[src/rtl/inst_fetch.sv]
// inst_fetch: byte-serial instruction fetch feeding a small {pc, word}
// instruction buffer, with branch redirect and downstream stall.
module inst_fetch #(
    parameter logic [31:0] RESET_PC   = 32'h0000_0000,
    parameter int          FIFO_DEPTH = 4
) (
    input  logic        clk,
    input  logic        rst,
    input  logic [7:0]  mem_din,
    input  logic        mem_gnt,
    output logic [31:0] mem_a,
    output logic        mem_rd,
    input  logic        redirect_i,
    input  logic [31:0] redirect_pc_i,
    input  logic        stall_i,
    output logic        inst_valid_o,
    output logic [31:0] inst_o,
    output logic [31:0] pc_o
);
    localparam int          AW      = $clog2(FIFO_DEPTH);
    localparam logic [AW:0] DEPTH_C = (AW+1)'(FIFO_DEPTH);

    typedef enum logic [1:0] {
        IDLE  = 2'd0,
        FETCH = 2'd1,
        TAIL  = 2'd2
    } state_t;

    state_t        state;
    state_t        state_nxt;
    logic [31:0]   fpc;
    logic [1:0]    cnt;
    logic [1:0]    cnt_nxt;
    logic          issue;
    logic          fpc_adv;
    logic          push;
    logic          do_push;
    logic          pop;
    logic          space;
    logic [AW:0]   load;
    logic          cap_vld;
    logic [1:0]    cap_idx;
    logic [23:0]   word;
    logic [AW-1:0] wr_ptr;
    logic [AW-1:0] rd_ptr;
    logic [AW:0]   count;
    logic [31:0]   fifo_inst [FIFO_DEPTH];
    logic [31:0]   fifo_pc   [FIFO_DEPTH];

    // Buffered entries plus the one word being assembled must leave room.
    assign load  = count + {{AW{1'b0}}, (state != IDLE)};
    assign space = (load < DEPTH_C);

    assign mem_rd = issue && rst;
    assign mem_a  = mem_rd ? (fpc + {30'd0, cnt}) : 32'd0;

    assign pop     = inst_valid_o && !stall_i && !redirect_i;
    assign do_push = push && ((count != DEPTH_C) || pop);

    assign inst_valid_o = (count != '0);
    assign inst_o       = inst_valid_o ? fifo_inst[rd_ptr] : 32'd0;
    assign pc_o         = inst_valid_o ? fifo_pc[rd_ptr] : 32'd0;

    // Controller state register.
    always_ff @(posedge clk or negedge rst) begin
        if (!rst) state <= IDLE;
        else      state <= state_nxt;
    end

    // Next state, byte issue and push decisions; redirect overrides all.
    always_comb begin
        state_nxt = state;
        cnt_nxt   = cnt;
        issue     = 1'b0;
        fpc_adv   = 1'b0;
        push      = 1'b0;
        unique case (state)
            IDLE: begin
                if (space && mem_gnt) begin
                    issue     = 1'b1;
                    cnt_nxt   = 2'd1;
                    state_nxt = FETCH;
                end
            end
            FETCH: begin
                if (mem_gnt) begin
                    issue = 1'b1;
                    if (cnt == 2'd3) begin
                        fpc_adv   = 1'b1;
                        cnt_nxt   = 2'd0;
                        state_nxt = TAIL;
                    end else begin
                        cnt_nxt = cnt + 2'd1;
                    end
                end
            end
            TAIL: begin
                push = 1'b1;
                if (space && mem_gnt) begin
                    issue     = 1'b1;
                    cnt_nxt   = 2'd1;
                    state_nxt = FETCH;
                end else begin
                    state_nxt = IDLE;
                end
            end
            default: state_nxt = IDLE;
        endcase
        if (redirect_i) begin
            state_nxt = IDLE;
            cnt_nxt   = 2'd0;
            issue     = 1'b0;
            fpc_adv   = 1'b0;
            push      = 1'b0;
        end
    end

    // Fetch pointer and byte counter.
    always_ff @(posedge clk or negedge rst) begin
        if (!rst) begin
            fpc <= RESET_PC;
            cnt <= 2'd0;
        end else begin
            cnt <= cnt_nxt;
            if (redirect_i)   fpc <= redirect_pc_i & 32'hFFFF_FFFC;
            else if (fpc_adv) fpc <= fpc + 32'd4;
        end
    end

    // Capture each returned byte one cycle after its read strobe.
    always_ff @(posedge clk or negedge rst) begin
        if (!rst) begin
            cap_vld <= 1'b0;
            cap_idx <= 2'd0;
            word    <= 24'd0;
        end else begin
            cap_vld <= mem_rd;
            cap_idx <= cnt;
            if (cap_vld && !redirect_i) begin
                case (cap_idx)
                    2'd0:    word[7:0]   <= mem_din;
                    2'd1:    word[15:8]  <= mem_din;
                    2'd2:    word[23:16] <= mem_din;
                    default: ;
                endcase
            end
        end
    end

    // Buffer pointers and occupancy; redirect empties the buffer.
    always_ff @(posedge clk or negedge rst) begin
        if (!rst) begin
            wr_ptr <= '0;
            rd_ptr <= '0;
            count  <= '0;
        end else if (redirect_i) begin
            wr_ptr <= '0;
            rd_ptr <= '0;
            count  <= '0;
        end else begin
            if (do_push) wr_ptr <= wr_ptr + 1'b1;
            if (pop)     rd_ptr <= rd_ptr + 1'b1;
            count <= count + {{AW{1'b0}}, do_push} - {{AW{1'b0}}, pop};
        end
    end

    // Buffer storage; byte 3 goes straight from mem_din into the entry.
    always_ff @(posedge clk) begin
        if (do_push) begin
            fifo_inst[wr_ptr] <= {mem_din, word};
            fifo_pc[wr_ptr]   <= fpc - 32'd4;
        end
    end

endmodule

[config.mk]
export PLATFORM = sky130hd
export DESIGN_NAME = inst_fetch
export DESIGN_NICKNAME = d
export VERILOG_FILES = /design/src/rtl/inst_fetch.sv
export SDC_FILE = /design/constraint.sdc
export NUM_CORES = 1
export LEC_CHECK = 0
export BUFFER_PORTS_ARGS = -buffer_cell sky130_fd_sc_hd__buf_2
export CORE_ASPECT_RATIO = 1.25
export CORE_MARGIN = 4
export CORE_UTILIZATION = 35
export DETAILED_ROUTE_END_ITERATION = 7
export MAX_ROUTING_LAYER = met4
export PLACE_DENSITY = 0.61
export SYNTH_ARGS = -nofsm -noshare
export SYNTH_HDL_FRONTEND = slang
export SYNTH_SLANG_ARGS = --single-unit
[constraint.sdc]
create_clock -name clk -period 8.2 [get_ports clk]
set_clock_uncertainty 0.2 [all_clocks]
set_input_delay 1.23 -clock clk [delete_from_list [all_inputs] [get_ports clk]]
set_output_delay 1.23 -clock clk [all_outputs]
set_load 0.005 [all_outputs]
==> results.md <==
* Initial Util at 35.4%
* Synth Area in Compound Gates at under 10%
* Final min period at ~4400 ps
* Pwr Total at between 4 and 5 mW
* Antenna violations before repair at 0
* CTS Root Cell: clkbuf_16
* Fin. max-slew vios at 0
* Postcts setup bufs at 0
* Slew Limit Headroom at 21.4%
* # port buffers at 138
* Top-area cell type share of the netlist area at 55.3%
* Remaining DRCs at 0
* Cell variety after synth at 45
* Tcrit/Tclk final at 53.8%
* Share of layout cells above drive strength 1 at 30.2%
* R2r endpoint: fifo_inst[2][16]$_DFFE_PP_
* Vias per Instance at 4.92
* Fmax at 227 MHz
* Clock sinks at ~320
* Post-CTS Resized at 0
* CP top delay family: buffers and inverters
* Multiplexer share of the synthesized area at 12.6%
* Total Routing Usage GR at 14.5%
* Syn Inst Count at 843
* Die height at 227 µm
* GR Overflow Total at 0
* Std cell rows at 80
* Syn avg cell area at 16.0 µm²
* Clock Pin Slew Worst Setup and Hold Paths at about 60 ps
* Die Width at 183 µm
* First-pass GRT wire length at 45.4 mm
* Vias in the first global route at 7,689
* Clock Path Buffers at 3
* Cell count of the worst reg-to-reg path at 5
* Worst reg2reg path startpoint: count[2]$_DFF_PN0_
* Kind of critical path: flip-flop to primary output
* Final setup vio count at 0
* H-tree levels at 2
* Routability cong. at between 0.7 and 0.8
* Max VDD drop at 0.000145 V
* Share of the yosys chip area belonging to registers at roughly 68%
* Largest net degree at the start of global routing at 47
* Leakage at 5.65 nW
* Remaining antenna violation count at 0
* Final Hold Vio Count at 0
* WP buf/inv at 2
* Critical Path Start Type: flip-flop
* Fin util at 41.3%
* Simple-Gate Fraction of Synth Area at 10.6%
* Commonest cells after routing, fill and taps aside: edfxtp_1 (248), buf_2 (137), dfrtp_1 (66), nor2b_1 (63), mux4_2 (62)
* Synth area leader: edfxtp_1
* Routed wire per std cell at 19.5 µm
* Hold path start: cnt[1]$_DFFE_PN0P_
* Crit. End Element: primary output
* Main combinational cell family by area after synthesis: multiplexers
* P&R area growth vs syn at 16.8%
* Clk_lat worst skew at between 500 and 600 ps
* Max cap viols at 0
* Post-synth EDFFs at 248
* CP arrival at 2980 ps
* Yosys reg bits at 316
* Most common cell after layout, fill and taps aside: edfxtp_1
* RSZ-0062 raised after global routing: no
* CP Max Fanout at 41
* Top FF cell, synth: edfxtp_1
* Synth area leaders: edfxtp_1 (55%), dfrtp_1 (13%), mux4_2 (10%)
* Max stage delay on crit path at 780 ps
* IO Pins at 143
* Hpwl dp at between 15 and 20 mm
* DR vias at 7,327
* Netlist Area Pre-Place at 13,500 µm²
* Worst Hold Depth at 0
* Hold buffer count at CTS at 0
* CTS Buf Count at 34
* DR iter-0 viols at roughly 360
* Die ar. at 41,700 µm²
* Worst Tran Pin Value at 1160 ps
* Setup TNS at 0 ps
* CTS tree: built
* Status: finished, final reports clean
* Fin nets at 1,026
* Drt first pass iters at 4
* Hold slack at 305 ps
* Worst hold path class: flip-flop to flip-flop
* Yosys warnings at 0
* R2r setup slk at 4500 ps
* Async set or reset register ratio after synthesis at between 20% and 30%
* CP Cell Sequence: buf_4 > mux4_2 > nor2b_1 > buf_2
* Power per cell area at 260 nW/µm²
* Core ar. at 38,000 µm²
* WP data required at 6770 ps
* Synthesized-area fraction occupied by adder cells at 0.985%
* Inserted Diodes at 0
* Critical path's slowest cell: buf_4
* Worst Hold End: cap_idx[1]$_DFF_PN0_
* Xor/xnor cell area share of the yosys netlist at 3.71%
* Final WL at roughly 29 mm
## per-stage QoR
stage | std cells | instance area [µm²] | setup WS [ps]
after floorplan | 844 | 13500 | 3790
after global placement | 1427 | 14700 | 3440
after detailed placement | 1427 | 14700 | 3350
after CTS | 1489 | 15700 | 3610
after global routing | 1489 | 15700 | 3470
final | 1489 | 15700 | 3790
## registers in the layout (all words and copies together) (netlist names)
name	cells
cap_idx	2
cap_vld	1
cnt	2
count	3
fifo_inst	128
fifo_pc	120
fpc	30
rd_ptr	2
state	2
word	24
wr_ptr	2
## where the power goes
part | leakage [nW] | switching (mW) | total [mW] | internal, mW
Sequential | 3.13 | 0.107 | 1.93 | 1.82
Clock | 0.509 | 0.612 | 1.44 | 0.833
Combinational | 2.01 | 0.367 | 0.718 | 0.351
Total | 5.65 | 1.09 | 4.09 | 3.01
## per-layer routing
layer	global-route usage, %	up-vias	routed length [µm]
li1	-	3397	-
met4	3.37	0	471
met2	24.8	175	14800
met3	1.93	34	1150
met1	18.5	3721	12600
met5	-	-	0
## worst max-delay path by stage
stage | from | to | slack, ps | depth (start not counted)
6_report | rd_ptr[0]$_DFFE_PN0P_ | inst_o[15] | 3790 | 4
5_1_grt | rd_ptr[0]$_DFFE_PN0P_ | inst_o[6] | 3470 | 4
4_1_cts | rd_ptr[0]$_DFFE_PN0P_ | pc_o[5] | 3610 | 4
3_5_place_dp | redirect_i | fifo_inst[2][20]$_DFFE_PP_ | 3350 | 4
3_3_place_gp | redirect_i | fifo_inst[2][20]$_DFFE_PP_ | 3440 | 4
2_1_floorplan | redirect_i | fifo_inst[0][0]$_DFFE_PP_ | 3790 | 3
## Yosys cell counts (6+ instances only)
| master | number |
|---|---|
| and2_1 | 36 |
| nor3_1 | 18 |
| ha_1 | 9 |
| buf_1 | 9 |
| mux4_2 | 62 |
| nor2b_1 | 63 |
| or4_1 | 9 |
| inv_1 | 16 |
| nand4_1 | 8 |
| nand3_1 | 8 |
| xor2_1 | 25 |
| nand2_1 | 50 |
| nor4_1 | 8 |
| dfrtp_1 | 68 |
| xnor2_1 | 32 |
| edfxtp_1 | 248 |
| o21ai_0 | 32 |
| or3_1 | 6 |
| nor2_1 | 27 |
| clkbuf_1 | 41 |
| mux2_2 | 26 |
## cells by family (layout without fill, tap and decap cells)
family | Yosys count | in the layout
flops | 316 | 316
simple gates | 251 | 251
mux | 89 | 89
buf+inv | 75 | 228
xor+xnor | 57 | 57
compound gates | 44 | 44
fa+ha+maj | 10 | 10
other cells | 1 | 2
## final cells by class
class	count	area (µm²)
Clock buffer	43	916
Clock inverter	19	144
Fill cell	3525	22300
Inverter	16	60.1
Multi-Input combinational cell	453	4050
Sequential cell	316	9150
Tap cell	492	616
Timing Repair Buffer	150	783
(Power assumes the default switching activity.)
